**config.mk**
```make
export PLATFORM = sky130hd
export DESIGN_NAME = interp_seq_flat
export DESIGN_NICKNAME = d
export VERILOG_FILES = /design/src/rtl/interp_pkg.sv /design/src/rtl/interp_seq_if.sv /design/src/rtl/interp_opnd_mux.sv /design/src/rtl/interp_seq.sv /design/src/flat_wrapper.sv
export SDC_FILE = /design/constraint.sdc
export NUM_CORES = 1
export LEC_CHECK = 0
export ABC_AREA = 1
export CAP_MARGIN = 5
export CORE_ASPECT_RATIO = 1.75
export CORE_MARGIN = 1.5
export CORE_UTILIZATION = 25
export DETAILED_ROUTE_END_ITERATION = 16
export GPL_TIMING_DRIVEN = 0
export PLACE_DENSITY = 0.42
export RECOVER_POWER = 50
export SYNTH_ARGS = -nofsm -noshare
export SYNTH_HDL_FRONTEND = slang
export SYNTH_SLANG_ARGS = --single-unit
```
**constraint.sdc**
```tcl
create_clock -name clk -period 4 [get_ports clk]
set_clock_uncertainty 0.2 [all_clocks]
set_input_delay 0.6 -clock clk [delete_from_list [all_inputs] [get_ports clk]]
set_output_delay 0.6 -clock clk [all_outputs]
set_load 0.02 [all_outputs]
```
**src/rtl/interp_pkg.sv**
```systemverilog
// Shared types and default widths for the pilot interpolation sequencer.
package interp_pkg;

    localparam int IN_WIDTH_DEF  = 17;
    localparam int OUT_WIDTH_DEF = 19;
    localparam int IDX_WIDTH_DEF = 5;

    typedef enum logic [2:0] {
        ST_IDLE,
        ST_WAIT_B,
        ST_EMIT_P,
        ST_EMIT_I1,
        ST_EMIT_I2,
        ST_EMIT_TAIL
    } state_t;

    // Operand pairings for the shared adder (A + B):
    // P = 2Ea+Ea, I1 = 2Ea+Eb, I2 = 2Eb+Ea, TAIL = 2Eb+Eb
    typedef enum logic [1:0] {
        SEL_P,
        SEL_I1,
        SEL_I2,
        SEL_TAIL
    } sel_t;

endpackage

```
**src/rtl/interp_seq_if.sv**
```systemverilog
// Pilot-in / estimate-out handshake bundle for interp_seq.
interface interp_seq_if
    import interp_pkg::*;
#(
    parameter int IN_WIDTH  = IN_WIDTH_DEF,
    parameter int OUT_WIDTH = OUT_WIDTH_DEF,
    parameter int IDX_WIDTH = IDX_WIDTH_DEF
);
    logic                        in_valid;
    logic signed [IN_WIDTH-1:0]  in_data;
    logic                        in_last;
    logic                        in_ready;
    logic                        out_valid;
    logic signed [OUT_WIDTH-1:0] out_data;
    logic [IDX_WIDTH-1:0]        out_idx;
    logic                        out_last;
    logic                        out_ready;

    modport master (
        output in_valid, in_data, in_last, out_ready,
        input  in_ready, out_valid, out_data, out_idx, out_last
    );

    modport slave (
        input  in_valid, in_data, in_last, out_ready,
        output in_ready, out_valid, out_data, out_idx, out_last
    );
endinterface

```
**src/rtl/interp_opnd_mux.sv**
```systemverilog
// Maps an operand-select code to the two sign-extended adder operands.
module interp_opnd_mux
    import interp_pkg::*;
#(
    parameter int IN_WIDTH  = IN_WIDTH_DEF,
    parameter int OUT_WIDTH = OUT_WIDTH_DEF
) (
    input  sel_t                        sel,
    input  logic signed [IN_WIDTH-1:0]  ea,
    input  logic signed [IN_WIDTH-1:0]  eb,
    output logic signed [OUT_WIDTH-1:0] opnd_a,
    output logic signed [OUT_WIDTH-1:0] opnd_b
);
    logic signed [OUT_WIDTH-1:0] ea_ext;
    logic signed [OUT_WIDTH-1:0] eb_ext;
    logic signed [OUT_WIDTH-1:0] ea_x2;
    logic signed [OUT_WIDTH-1:0] eb_x2;

    assign ea_ext = {{(OUT_WIDTH-IN_WIDTH){ea[IN_WIDTH-1]}}, ea};
    assign eb_ext = {{(OUT_WIDTH-IN_WIDTH){eb[IN_WIDTH-1]}}, eb};
    assign ea_x2  = {ea_ext[OUT_WIDTH-2:0], 1'b0};
    assign eb_x2  = {eb_ext[OUT_WIDTH-2:0], 1'b0};

    always_comb begin
        opnd_a = ea_x2;
        opnd_b = ea_ext;
        case (sel)
            SEL_P:    begin opnd_a = ea_x2; opnd_b = ea_ext; end
            SEL_I1:   begin opnd_a = ea_x2; opnd_b = eb_ext; end
            SEL_I2:   begin opnd_a = eb_x2; opnd_b = ea_ext; end
            SEL_TAIL: begin opnd_a = eb_x2; opnd_b = eb_ext; end
            default:  begin opnd_a = ea_x2; opnd_b = ea_ext; end
        endcase
    end
endmodule

```
**src/rtl/interp_seq.sv**
```systemverilog
// Expands a pilot estimate stream into 3x-scaled per-subcarrier estimates:
// each pilot gap yields the pilot value and two linear interpolants.
module interp_seq
    import interp_pkg::*;
#(
    parameter int IN_WIDTH  = IN_WIDTH_DEF,
    parameter int OUT_WIDTH = OUT_WIDTH_DEF,
    parameter int IDX_WIDTH = IDX_WIDTH_DEF
) (
    input  logic        clk,
    input  logic        rst_n,
    interp_seq_if.slave bus
);
    state_t                      state_reg, state_next;
    logic signed [IN_WIDTH-1:0]  ea_reg, eb_reg, ea_opnd;
    logic                        last_reg;
    logic signed [OUT_WIDTH-1:0] data_reg, opnd_a, opnd_b, sum;
    logic [IDX_WIDTH-1:0]        idx_reg;
    sel_t                        sel;
    logic                        in_ready, out_valid, in_fire, out_fire;
    logic                        load_data, cap_ea, cap_eb, shift_ea, idx_inc, idx_clr;

    assign in_ready  = (state_reg == ST_IDLE) || (state_reg == ST_WAIT_B);
    assign out_valid = (state_reg == ST_EMIT_P)  || (state_reg == ST_EMIT_I1) ||
                       (state_reg == ST_EMIT_I2) || (state_reg == ST_EMIT_TAIL);
    assign in_fire   = bus.in_valid & in_ready;
    assign out_fire  = out_valid & bus.out_ready;

    // A single-pilot symbol must produce 3*Ea in the same cycle Ea is captured.
    assign ea_opnd = (state_reg == ST_IDLE) ? bus.in_data : ea_reg;

    interp_opnd_mux #(
        .IN_WIDTH (IN_WIDTH),
        .OUT_WIDTH(OUT_WIDTH)
    ) u_opnd_mux (
        .sel   (sel),
        .ea    (ea_opnd),
        .eb    (eb_reg),
        .opnd_a(opnd_a),
        .opnd_b(opnd_b)
    );

    assign sum = opnd_a + opnd_b;

    always_comb begin
        state_next = state_reg;
        sel        = SEL_P;
        load_data  = 1'b0;
        cap_ea     = 1'b0;
        cap_eb     = 1'b0;
        shift_ea   = 1'b0;
        idx_inc    = 1'b0;
        idx_clr    = 1'b0;
        case (state_reg)
            ST_IDLE: if (in_fire) begin
                cap_ea = 1'b1;
                if (bus.in_last) begin
                    load_data  = 1'b1;
                    state_next = ST_EMIT_TAIL;
                end else begin
                    state_next = ST_WAIT_B;
                end
            end
            ST_WAIT_B: if (in_fire) begin
                cap_eb     = 1'b1;
                load_data  = 1'b1;
                state_next = ST_EMIT_P;
            end
            ST_EMIT_P: if (out_fire) begin
                sel        = SEL_I1;
                load_data  = 1'b1;
                idx_inc    = 1'b1;
                state_next = ST_EMIT_I1;
            end
            ST_EMIT_I1: if (out_fire) begin
                sel        = SEL_I2;
                load_data  = 1'b1;
                idx_inc    = 1'b1;
                state_next = ST_EMIT_I2;
            end
            ST_EMIT_I2: if (out_fire) begin
                shift_ea = 1'b1;
                idx_inc  = 1'b1;
                if (last_reg) begin
                    sel        = SEL_TAIL;
                    load_data  = 1'b1;
                    state_next = ST_EMIT_TAIL;
                end else begin
                    state_next = ST_WAIT_B;
                end
            end
            ST_EMIT_TAIL: if (out_fire) begin
                idx_clr    = 1'b1;
                state_next = ST_IDLE;
            end
            default: state_next = ST_IDLE;
        endcase
    end

    always_ff @(posedge clk or negedge rst_n) begin
        if (!rst_n) begin
            state_reg <= ST_IDLE;
            ea_reg    <= '0;
            eb_reg    <= '0;
            last_reg  <= 1'b0;
            data_reg  <= '0;
            idx_reg   <= '0;
        end else begin
            state_reg <= state_next;
            if (cap_ea) begin
                ea_reg <= bus.in_data;
            end else if (shift_ea) begin
                ea_reg <= eb_reg;
            end
            if (cap_eb) begin
                eb_reg   <= bus.in_data;
                last_reg <= bus.in_last;
            end
            if (load_data) begin
                data_reg <= sum;
            end
            if (idx_clr) begin
                idx_reg <= '0;
            end else if (idx_inc) begin
                idx_reg <= idx_reg + IDX_WIDTH'(1);
            end
        end
    end

    assign bus.in_ready  = in_ready;
    assign bus.out_valid = out_valid;
    assign bus.out_data  = data_reg;
    assign bus.out_idx   = idx_reg;
    assign bus.out_last  = (state_reg == ST_EMIT_TAIL);
endmodule
```
**src/flat_wrapper.sv**
```systemverilog
// flat-port wrapper written by rule: the top's interface ports become plain ports
module interp_seq_flat import interp_pkg::*;
#(
    parameter int IN_WIDTH  = IN_WIDTH_DEF,
    parameter int OUT_WIDTH = OUT_WIDTH_DEF,
    parameter int IDX_WIDTH = IDX_WIDTH_DEF
)
  (clk, rst_n, bus_in_valid, bus_in_data, bus_in_last, bus_out_ready, bus_in_ready, bus_out_valid, bus_out_data, bus_out_idx, bus_out_last);
  interp_seq_if #(.IN_WIDTH(IN_WIDTH), .OUT_WIDTH(OUT_WIDTH), .IDX_WIDTH(IDX_WIDTH)) bus_i ();
  input  logic clk;
  input  logic rst_n;
  input wire logic [$bits(bus_i.in_valid)-1:0] bus_in_valid;
  input wire logic [$bits(bus_i.in_data)-1:0] bus_in_data;
  input wire logic [$bits(bus_i.in_last)-1:0] bus_in_last;
  input wire logic [$bits(bus_i.out_ready)-1:0] bus_out_ready;
  output wire logic [$bits(bus_i.in_ready)-1:0] bus_in_ready;
  output wire logic [$bits(bus_i.out_valid)-1:0] bus_out_valid;
  output wire logic [$bits(bus_i.out_data)-1:0] bus_out_data;
  output wire logic [$bits(bus_i.out_idx)-1:0] bus_out_idx;
  output wire logic [$bits(bus_i.out_last)-1:0] bus_out_last;
  assign bus_i.in_valid = bus_in_valid;
  assign bus_i.in_data = bus_in_data;
  assign bus_i.in_last = bus_in_last;
  assign bus_i.out_ready = bus_out_ready;
  assign bus_in_ready = bus_i.in_ready;
  assign bus_out_valid = bus_i.out_valid;
  assign bus_out_data = bus_i.out_data;
  assign bus_out_idx = bus_i.out_idx;
  assign bus_out_last = bus_i.out_last;
  interp_seq #(.IN_WIDTH(IN_WIDTH), .OUT_WIDTH(OUT_WIDTH), .IDX_WIDTH(IDX_WIDTH)) u_core (.clk(clk), .rst_n(rst_n), .bus(bus_i));
endmodule
```
After elaboration in Yosys (flattened, before gate mapping):

Index checks and enable logic that the tools add are counted.

* register bits after elaboration: 62
* bits of input ports: 22
* word-level logic and storage cells: 72

* add/sub/neg operators: 2
* equality and inequality tests: 14
* mux-type cells: 33
* bitwise logic cells: 2
* reduce and logical (&&, ||, !) cells: 15

Operator list (number)
* $pmux W19 S2: 2
* $mux W17: 3
* $mux W3: 8
* $add A19 B19 Y19: 1
* $pmux W3 S6: 1
* $mux W1: 12
* $ne A2 B1 Y1 const B: 6
* $mux W5: 2
* $reduce_or A2 Y1: 5
* $eq A3 B2 Y1 const B: 2
* $eq A3 B3 Y1 const B: 2
* $mux W2: 3
* $pmux W2 S3: 1
* $reduce_and A6 Y1: 1
* $add A5 B1 Y5 const B: 1
* $eq A2 B2 Y1 const B: 2
* $logic_or A1 B1 Y1: 4
* $pmux W1 S4: 1
* $reduce_bool A2 Y1: 2
* $eq A3 B1 Y1 const B: 1
* $logic_not A3 Y1: 1
* $reduce_or A3 Y1: 1
* $and A1 B1 Y1: 2
* $eq A2 B1 Y1 const B: 1
* $logic_not A2 Y1: 1

Depth between registers and ports, before layout:

Gate-level depths: netlist of run 1.

* depth in word-level cells: 11
* mapped depth: 23

Hierarchy:

A second synthesis of run 1 with hierarchy kept.

* cell total of the unflattened synthesis: 659
* area total of the unflattened synthesis: 4423.0 µm²

By module, submodules not included
* interp_seq: instances 1, cells each 544, area each 3943.8 µm², sequential area each 1551.5 µm²
* interp_opnd_mux: instances 1, cells each 115, area each 479.2 µm², sequential area each 0.0 µm²

Worst setup path before layout of run 1:

No wires, ideal clock.

* path type: reg-to-reg
* start point: register u_core.state_reg[1]
* end point: register u_core.data_reg[17], in the netlist u_core.bus.out_data[17]
* arrival: 2.986 ns
* data required time: 3.683 ns
* path slack: 0.696 ns
* cell stages (with the launch flop): 22
* buffers on the path: 2
* period minus slack after synthesis: 3.304 ns
* cells stage by stage: dfrtp_1 -> buf_6 -> inv_1 -> ha_1 -> nand2_1 -> nor2_1 -> o21ai_2 -> inv_2 -> nand2_2 -> buf_2 -> nand2_1 -> o21ai_1 -> ha_1 -> fa_1 -> nand3_1 -> nand2_1 -> nand2_1 -> nand2_1 -> nand2_1 -> nand3b_1 -> nand3_1 -> nand2_1

* longest elaborated chain between the ends: 11
* elaborated cells on any way between the ends: 34

Ends and longest elaborated chain
* start: declaration: RTL line interp_seq.sv:14 `state_t state_reg, state_next;`
* start signal: assignment: RTL line interp_seq.sv:109 `state_reg <= state_next;`
* $eq A3 B2 Y1: RTL line interp_seq.sv:24 `assign out_valid = (state_reg == ST_EMIT_P) || (state_reg == ST_EMIT_I1) ||`
* $logic_or A1 B1 Y1 (2 in series): RTL line interp_seq.sv:24
* $logic_or A1 B1 Y1 *: RTL line interp_seq.sv:25 `(state_reg == ST_EMIT_I2) || (state_reg == ST_EMIT_TAIL);`
* via bus_out_valid: RTL line flat_wrapper.sv:17 `output wire logic [$bits(bus_i.out_valid)-1:0] bus_out_valid;`
* $and A1 B1 Y1 *: RTL line interp_seq.sv:27 `assign out_fire = out_valid & bus.out_ready;`
* $mux W2 (tied with other cells): RTL line interp_seq.sv:81 `ST_EMIT_I2: if (out_fire) begin`
* $pmux W2 S3: RTL line interp_seq.sv:54 `case (state_reg)`
* $eq A2 B2 Y1 (tied with other cells): RTL line interp_opnd_mux.sv:27 `case (sel)`
* $reduce_or A2 Y1 (no source line)
* $pmux W19 S2: RTL line interp_opnd_mux.sv:27
* $add A19 B19 Y19: RTL line interp_seq.sv:43 `assign sum = opnd_a + opnd_b;`
* end signal: assignment: RTL line interp_seq.sv:120 `data_reg <= sum;`
* end: declaration: RTL line interp_seq.sv:17 `logic signed [OUT_WIDTH-1:0] data_reg, opnd_a, opnd_b, sum;`

The timed path passes the listed nets; every way through them passes the cells marked *. The select of a mux whose other input is x is not followed.
A chain may end at the register's enable or synchronous reset.

Worst setup path in the final report of run 1:

* start point: register u_core.state_reg[2]
* end point: register u_core.data_reg[17], in the netlist u_core.bus.out_data[17]

* longest elaborated chain between the ends: 11
* elaborated cells on any way between the ends: 34

Ends and longest elaborated chain (RTL line)
* $eq A3 B2 Y1: interp_seq.sv:24, interp_seq.sv:54
* $logic_or A1 B1 Y1 (2 in series): interp_seq.sv:24
* $logic_or A1 B1 Y1: interp_seq.sv:25
* $and A1 B1 Y1: interp_seq.sv:27
* $mux W2 (tied with other cells): interp_seq.sv:81
* $pmux W2 S3: interp_seq.sv:54
* $eq A2 B2 Y1 (tied with other cells): interp_opnd_mux.sv:27
* $reduce_or A2 Y1 (no source line)
* $pmux W19 S2: interp_opnd_mux.sv:27
* $add A19 B19 Y19: interp_seq.sv:43

Several ways; a longest one is shown, not always the timed one. The select of a mux whose other input is x is not followed.

==> results of run 1 <==
[critical path, stage by stage, from the launching register on]
cell	delay, ns
dfrtp_1	0.37
buf_6	0.15
inv_2	0.15
ha_1	0.27
nand2_1	0.18
nor2_1	0.09
o21ai_2	0.15
inv_2	0.07
nand2_2	0.17
buf_2	0.26
o21ai_1	0.09
ha_1	0.23
fa_2	0.40
nand3_1	0.09
nand2_1	0.11
nand2_1	0.09
nand2_1	0.13
nand2_1	0.12
nand3b_1	0.08
nand3_1	0.08
nand2_1	0.05
[layout by cell type (no fill, tap or decap), types with 2 or more instances in the layout]
cell type        synthesis  final
nand2_2                  2      2
and2_1                   2      2
o21ai_0                 55     55
nor2_1                  27     27
nor2_8                   2      2
a221oi_1                 3      3
inv_1                   61     61
o22ai_1                  5      5
nand3_1                 29     29
nand2_4                  2      2
o221ai_1                 4      4
clkbuf_1                 3      4
a221oi_2                 5      5
o21ai_1                 29     29
clkdlybuf4s50_1          0     38
ha_1                    20     20
nand2_1                185    185
inv_2                    7      7
dfrtp_1                 62     62
a21oi_1                 22     22
nor2_4                   3      3
nor3_1                   6      6
mux2_2                   2      2
buf_2                   10      9
nand3b_1                 5      5
xnor2_1                  7      7
buf_4                    2      3
dlygate4sd3_1            0      9
buf_6                    4      4
clkbuf_16                0      9
clkinv_2                 0      2
[layer usage]
layer,vias to the layer above,wire (um),GRT usage
met2,75,7220,0.303
met4,0,248,0.0604
met5,-,0,0
met3,17,407,0.0245
li1,2001,-,-
met1,1838,4780,0.161
[worst paths after layout]
kind,slack [ns],cells past startpoint,end
max,0.35,20,u_core.bus.out_data[17]
min,0.27,2,u_core.bus.out_data[2]
max reg2reg,0.35,20,u_core.bus.out_data[17]
min reg2reg,0.27,2,u_core.bus.out_data[2]
max in group asynchronous,2.14,1,u_core.ea_reg[6]
min in group asynchronous,0.48,1,u_core.bus.out_idx[4]
[kinds of logic after synthesis]
family	Yosys count	synth area share
AOI/OAI and AO/OA	130	0.181
xor gates and xnor gates	8	0.0167
adders and majority gates	21	0.0646
buffers and inverters	87	0.0900
DFF	62	0.371
muxes	2	0.00538
and+or+nand+nor	264	0.271
[cell type report]
cell class / instances / area (sq um)
plain buffers: 19 / 124
clock buffers: 11 / 243
clock inverters: 4 / 47.5
fillers: 1756 / 11100
inverters: 68 / 255
multi-input cells: 425 / 2260
flip-flops and latches: 62 / 1550
well taps: 224 / 280
repair buffers: 48 / 475
[per-stage QoR]
stage / TNS (ns) / utilization / cell area, sq um / cells / hold WS, ns
after floorplan: 0 / - / 4190 / 574 / 0.104
after global placement: -7.13 / 0.302 / 4950 / 846 / 0.262
after detailed placement: 0 / 0.302 / 4940 / 846 / 0.270
after CTS: 0 / 0.320 / 5230 / 861 / 0.207
after global routing: 0 / 0.320 / 5240 / 861 / 0.294
final: 0 / 0.320 / 5240 / 861 / 0.269
==> results_dict.tcl, run 1 <==
set metrics [dict create \
    setup-violations-final 0 \
    ys_async_sr_fraction 1.00 \
    num_vias 3931 \
    die_w_um 101 \
    final_max_slew_viol_count 63 \
    worstPathArrival_ns 3.68 \
    area_delta_synth_final_pct 25.1 \
    core_area_sq_um 16400 \
    violations "max-capacitance violations, max-slew violations" \
    setup_slack_ns 0.353 \
    post-cts-setup-buffer-count 0 \
    root_buffer "clkbuf_16" \
    hold_path.class "register to register" \
    synth_cell_types 37 \
    largest_reg_flops 19 \
    syn-num-nets 617 \
    htreeDepth 3 \
    ant_nets 0 \
    fin_nets 676 \
    ys_seq_elements 62 \
    drt_iter0_markers 217 \
    grt_usage 0.156 \
    firstDrtPassIters 5 \
    start_kind "register" \
    yosysTopAreaCell "dfrtp_1" \
    ys_seq_area_frac 0.371 \
    status "finished with violations" \
    syn_area_sq_um 4190 \
    portBuffers 48 \
    place_congestion 0.825 \
    postCtsHoldBufs 0 \
    grt_pass1_wl_um 21000 \
    synth_top_area_share 0.371 \
    numClockSinks 62 \
    avgRoutedWirePerCell_um 14.7 \
    clock_path_buffers 2 \
    max-slew-margin-rel -0.0918 \
    cts_tree "yes" \
    design.die.area_sq_um 17600 \
    rsz0062_at_grt "no" \
    die_h_um 174 \
    worstMarginPinSlew_ns 1.64 \
    ctsResizeCount 0 \
    crit_fanout 10 \
    post-place-ws_ns 0.0847 \
    start_util 0.256 \
    synthCells 574 \
    worstSetupPathType "register to register" \
    grt_pass1_vias 4114 \
    drc 0 \
    min_from "u_core.bus.out_data[2]" \
    dp_hpwl_um 9990 \
    insertion_delay_ns 0.34 \
    synth-main-ff-cell "dfrtp_1" \
    grt_antenna_before_repair 0 \
    worstReg2RegStart "u_core.state_reg[2]" \
    synth-edff-count 0 \
    ys_top_cells_by_count "nand2_1, dfrtp_1, inv_1" \
    period_share 0.912 \
    path_clk_slew_ns 0.06 \
    drive_above_1_share 0.0911 \
    period_minus_slack_ns 3.65 \
    ios 49 \
    grt_overflow_total 0 \
    synth.area.top_cells "dfrtp_1, nand2_1, o21ai_0, ha_1, inv_1" \
    finalHoldViolCount 0 \
    yosysWarnings 0 \
    critPathLaunch "u_core.state_reg[2]" \
    end_kind "register" \
    max_freq_ghz 0.274 \
    crit_required_ns 4.03 \
    cts_buffers 9 \
    cap_violations 1 \
    yosysMostFrequentCell "nand2_1" \
    avgSynthCellArea_sq_um 7.29 \
    drt-total-wl_um 12700 \
    via_per_inst 4.57 \
    grt_max_degree 63 \
    num_rows 62 \
    diodes 0 \
]
Power of run 1 is left out: the tool's default activity adds up to more than one toggle a clock period on the data nets, which glitch-free logic cannot reach.
==> run 2: changes to the inputs <==
SYNTH_HIERARCHICAL = 1   (was unset)
==> run 2 against run 1 <==
  * Non-clock buffer count is 6 higher
  * First-iteration DRC count is 29% lower
  * The run still ends with max-capacitance violations, max-slew violations left
  * Global-route usage is 1.6 points lower
==> results_dict.tcl, run 2 <==
set metrics [dict create \
    multi_input_area_sq_um 2420 \
    synth-edff-count 0 \
    rr_endpoint "u_core/bus.out_data[16]" \
    cpMaxStageDelayCell "dfrtp_1" \
    post-cts-setup-buffer-count 0 \
    synth-main-ff-cell "dfrtp_1" \
    insertion_delay_ns 0.33 \
    ys_top_cells_by_count "nand2_1, dfrtp_1, inv_1" \
    rrSetupSlack_ns 0.57 \
    seqCellArea_sq_um 1550 \
    min_to "u_core/bus.out_data[10]" \
    synth.area.top_cells "dfrtp_1, nand2_1, o21ai_0, ha_1, inv_1" \
    critPathMaxStageDelay_ns 0.47 \
    design.die.area_sq_um 18500 \
    start_util 0.255 \
    yosysMostFrequentCell "nand2_1" \
    grt_antenna_before_repair 0 \
    final_area_sq_um 5510 \
    ant_nets 0 \
    grt_max_degree 63 \
    drive_above_1_share 0.0859 \
    cts_tree "yes" \
    max_freq_ghz 0.292 \
    ctsResizeCount 0 \
    max-slew-margin-rel -0.0637 \
    portBuffers 48 \
    crit_top_cell "nand2_1" \
    grt_usage 0.140 \
    cap_violations 1 \
    crit_fanout 10 \
    period_minus_slack_ns 3.43 \
    crit_required_ns 4.01 \
    num_vias 4185 \
    avgRoutedWirePerCell_um 12.9 \
    ys_seq_area_frac 0.351 \
    violations "max-capacitance violations, max-slew violations" \
    via_per_inst 4.39 \
    min_from "u_core/bus.out_data[10]" \
    syn-num-nets 701 \
    place_congestion 0.823 \
    drt-total-wl_um 12300 \
    grt_pass1_vias 4182 \
    cp_cell_sequence "nor2_1 > nand2_2 > clkbuf_1 > o21ai_0 > nand2_1 > nand2_1 > inv_1 > fa_1 > inv_1 > nand3_1 > nand3_1 > nand2_1 > nand2_1 > nand2_1 > nand2_1 > nand2_1 > nand3_1 > nand2_1" \
    syn_area_sq_um 4420 \
    area_delta_synth_final_pct 24.5 \
    final_common_cell "nand2_1" \
    whs_path_depth 2 \
    num_rows 64 \
    avgSynthCellArea_sq_um 6.71 \
    synthCells 659 \
    worstMarginPinSlew_ns 1.60 \
    diodes 0 \
    setup-violations-final 0 \
    clock_path_buffers 2 \
    grt_overflow_total 0 \
    layout_common_cells "nand2_1, dfrtp_1, inv_1, o21ai_0, clkdlybuf4s50_1" \
    n_fill_cell 1915 \
    hold_path.class "register to register" \
    post-place-ws_ns 0.363 \
    critPathTopFamily "simple AND/OR/NAND/NOR gates" \
    drt_iter0_markers 153 \
    firstDrtPassIters 6 \
    rsz0062_at_grt "no" \
    cts_buffers 9 \
    worstPathArrival_ns 3.44 \
    setup_slack_ns 0.572 \
    start_kind "register" \
    grt_pass1_wl_um 20700 \
    synth_top_area_share 0.351 \
    ys_async_sr_fraction 1.00 \
    dp_hpwl_um 10100 \
    postCtsHoldBufs 0 \
    crit_buf_inv 3 \
    period_share 0.857 \
    drc 0 \
    synth_cell_types 32 \
    ios 49 \
    root_buffer "clkbuf_16" \
    final_max_slew_viol_count 63 \
    largest_reg_flops 19 \
    r2r_cells 18 \
    yosysTopAreaCell "dfrtp_1" \
    htreeDepth 3 \
    numClockSinks 62 \
    end_kind "register" \
    place_area_sq_um 5190 \
    worstReg2RegStart "u_core/state_reg[1]" \
    die_h_um 179 \
    ys_seq_elements 62 \
    fin_nets 760 \
    status "finished with violations" \
    path_clk_slew_ns 0.05 \
    yosysWarnings 6 \
    finalHoldViolCount 0 \
    core_area_sq_um 17400 \
    worstSetupPathType "register to register" \
    die_w_um 104 \
]
run 2: cell families after synthesis:
| family | synth area share |
|---|---|
| compound gates | 0.128 |
| xor+xnor | 0.0158 |
| fa+ha+maj | 0.0583 |
| buf+inv | 0.101 |
| flops | 0.351 |
| other cells | 0.000848 |
| simple gates | 0.345 |
run 2: final cells by class:
cell class                      instances  share of cell area
Inverter                               66              0.0459
Buffer                                 25              0.0352
Clock buffer                           12              0.0466
Multi-Input combinational cell        506               0.439
Sequential cell                        62               0.282
Timing Repair Buffer                   48              0.0864
Tap cell                              231              0.0525
Clock inverter                          3              0.0123
run 2: worst max-delay path by stage:
| stage | end | from | depth (start not counted) | slack (ns) |
|---|---|---|---|---|
| 2_1_floorplan | u_core/bus.out_data[18] | u_core/state_reg[0] | 22 | 1.22 |
| 3_3_place_gp | u_core/bus.out_data[17] | rst_n | 1 | -0.05 |
| 3_5_place_dp | u_core/bus.out_data[18] | bus_out_ready | 17 | 0.36 |
| 4_1_cts | u_core/bus.out_data[16] | u_core/state_reg[0] | 19 | 0.61 |
| 5_1_grt | u_core/bus.out_data[12] | u_core/state_reg[0] | 19 | 0.20 |
| 6_report | u_core/bus.out_data[16] | u_core/state_reg[1] | 18 | 0.57 |
run 2: worst register-to-register path: cells and delay by family (launching register included):
kind | cells | cell delay (ns)
buf+inv | 3 | 0.47
flops | 1 | 0.47
fa+ha+maj | 1 | 0.42
compound gates | 1 | 0.35
simple gates | 13 | 1.42
run 2: metal layers:
layer	GRT usage	up-vias	wire, um
li1	-	2197	-
met1	0.144	1882	4910
met2	0.274	81	6720
met3	0.0178	25	298
met4	0.0747	0	399
met5	0	-	0
run 2: per-stage QoR:
stage / util / TNS [ns] / hold slack [ns] / instances
after floorplan: - / 0 / 0.104 / 659
after global placement: 0.299 / -2.43 / 0.264 / 938
after detailed placement: 0.299 / 0 / 0.265 / 938
after CTS: 0.317 / 0 / 0.201 / 953
after global routing: 0.317 / 0 / 0.291 / 953
final: 0.317 / 0 / 0.275 / 953
Power of run 2 is left out for the same reason.
==> RTL edit: new RTL, settings of run 2 <==
Set the package constant `IDX_WIDTH_DEF` to 4 (it was 5).
--- a/src/rtl/interp_pkg.sv
+++ b/src/rtl/interp_pkg.sv
@@ -4,5 +4,5 @@
     localparam int IN_WIDTH_DEF  = 17;
     localparam int OUT_WIDTH_DEF = 19;
-    localparam int IDX_WIDTH_DEF = 5;
+    localparam int IDX_WIDTH_DEF = 4;
 
     typedef enum logic [2:0] {
Ports: changed (resized bus_out_idx); port bits go from 49 to 48. The function was not compared with the original's and may differ.
==> RTL edit against run 2 <==
  * The flow still finishes with violations (max-capacitance violations, max-slew violations)
  * Worst setup slack got worse by 260 ps
  * Wire length increased by 1.4%
  * Sequential cell count decreased by 1
  * Sequential share of layout area increased by 0.15 points
  * Area after synthesis decreased by 2.0%
  * Cell area decreased by 2.1%
  * Hold slack got worse by 2.8 ps
  * Highest routed layer unchanged
Power is not shown: default switching activity piles up to over one toggle a cycle in this logic, so the estimate is an artifact.
==> RTL edit: results (changes against run 2) <==
outcome: "finished with violations"  # unchanged
violations: "max-capacitance violations, max-slew violations"  # unchanged
nets: 727  # was 760
dpl.cell_count: 901  # was 938
slowest_stage: "dlygate4sd3_1"  # was dfrtp_1
grt_max_degree: 62  # was 63
wl_met3_um: 286  # was 298 um
synth_common_cells: "256 x nand2_1, 61 x dfrtp_1, 61 x inv_1, 36 x o21ai_0, 33 x a21oi_1"  # was 285 x nand2_1, 62 x dfrtp_1, 58 x inv_1, 57 x o21ai_0, 35 x nor2_1
hold_start: "u_core/bus.out_data[15]$_DFFE_PN0P_"  # was u_core/bus.out_data[10]$_DFFE_PN0P_
yosysUniqueCellTypes: 37  # was 32
gp_congestion: 0.8042  # was 0.8230
use_met3_pct: 2.528  # was 1.781%
slew_headroom_pct: -8.336  # was -6.368%
synth.area.mux_share_pct: 2.079  # was 0%
synth.area.top_cells: "dfrtp_1 35%, nand2_1 22%, ha_1 5.5%, inv_1 5.3%, o21ai_0 4.2%"  # was dfrtp_1 35%, nand2_1 24%, o21ai_0 6.4%, ha_1 5.4%, inv_1 4.9%
cts.clk_slew.worst_paths_ps: 50  # about the same
wl_per_cell_um: 13.63  # was 12.93 um
synthCells: 627  # was 659
crit_arrival_ps: 3700  # was 3440 ps
synth_xor_area_share_pct: 1.819  # was 1.584%
placed_area_um2: 5086  # was 5190 um^2
first_pass_iters: 5  # was 6
ys_seq_area_share_pct: 35.22  # was 35.08%
grt_pass1_wl_um: 20510  # was 20660 um
via_count: 4102  # was 4185
maxCapViolCount: 1  # unchanged
hpwl_um: 10030  # was 10090 um
dpl_worst_slack_ps: -8.928  # was 363.1 ps
gr-usage-met2_pct: 29.72  # was 27.39%
synth_top_cell_area_share_pct: 35.22  # was 35.08%
critPathMaxStageDelay_ps: 590  # was 470 ps
numPortBuffers: 47  # was 48
layout.cells.non_filler: 917  # was 953
routed-wl-met2_um: 7192  # was 6715 um
synth-compound-area-share_pct: 13.77  # was 12.79%
slew_violations: 62  # was 63
drt-met1-wl_um: 4833  # was 4906 um
drtIter0Drc: 113  # was 153
drive_gt1_share_pct: 9.420  # was 8.587%
grtUsageMet1_pct: 14.96  # was 14.42%
synthAdderAreaFrac_pct: 5.947  # was 5.827%
die_x_um: 102.5  # was 103.5 um
holdWs_ps: 271.9  # was 274.6 ps
cts_inserted_buffers: 9  # unchanged
cts-root-buf: "clkbuf_16"  # unchanged
r2r_slack_ps: 540  # was 570 ps
r2r-end: "u_core/bus.out_data[10]$_DFFE_PN0P_"  # was u_core/bus.out_data[16]$_DFFE_PN0P_
track_usage_pct: 14.84  # was 14.01%
synth_nets: 669  # was 701
min_to: "u_core/bus.out_data[15]$_DFFE_PN0P_"  # was u_core/bus.out_data[10]$_DFFE_PN0P_
[RTL edit: cell types whose count changed after synthesis, sizes merged, moves of 5 or more]
cell / delta
nand2: -31
mux2: +8
o22ai: +5
nor2: -14
o21ai: -9
a21oi: +10
[RTL edit: worst max path at each step]
stage / slack, ps / startpoint / to / depth (start not counted)
after floorplan: 1110 / bus_out_ready / u_core/bus.out_data[9]$_DFFE_PN0P_ / 17
after global placement: -120 / rst_n / u_core/bus.out_data[3]$_DFFE_PN0P_ / 1
after detailed placement: -9 / bus_out_ready / u_core/bus.out_data[9]$_DFFE_PN0P_ / 18
after CTS: 340 / bus_out_ready / u_core/bus.out_data[9]$_DFFE_PN0P_ / 18
after global routing: 110 / bus_out_ready / u_core/bus.out_data[10]$_DFFE_PN0P_ / 18
final: 310 / bus_out_ready / u_core/bus.out_data[10]$_DFFE_PN0P_ / 18
[RTL edit: critical path, delay by kind of cell]
kind | cells | cell delay, ps
buf+inv | 7 | 1300
simple gates | 7 | 910
compound gates | 3 | 550
fa+ha+maj | 1 | 340
[RTL edit: logic make-up after synthesis]
| logic type | Yosys count |
|---|---|
| adder cells (fa/ha/maj) | 20 |
| multiplexers | 8 |
| XOR/XNOR | 9 |
| buffers and inverters | 93 |
| AND/OR/NAND/NOR | 328 |
| AO/OA/AOI/OAI | 107 |
| other | 1 |
| flip-flops | 61 |
[RTL edit: layout make-up]
| class | instances | area (um^2) |
|---|---|---|
| repair buffers | 47 | 465.4 |
| fillers | 1871 | 11560 |
| flip-flops and latches | 61 | 1526 |
| multi-input cells | 473 | 2364 |
| inverters | 69 | 259.0 |
| well taps | 227 | 284.0 |
| clock inverters | 6 | 87.58 |
| plain buffers | 24 | 172.7 |
| clock buffers | 10 | 229.0 |
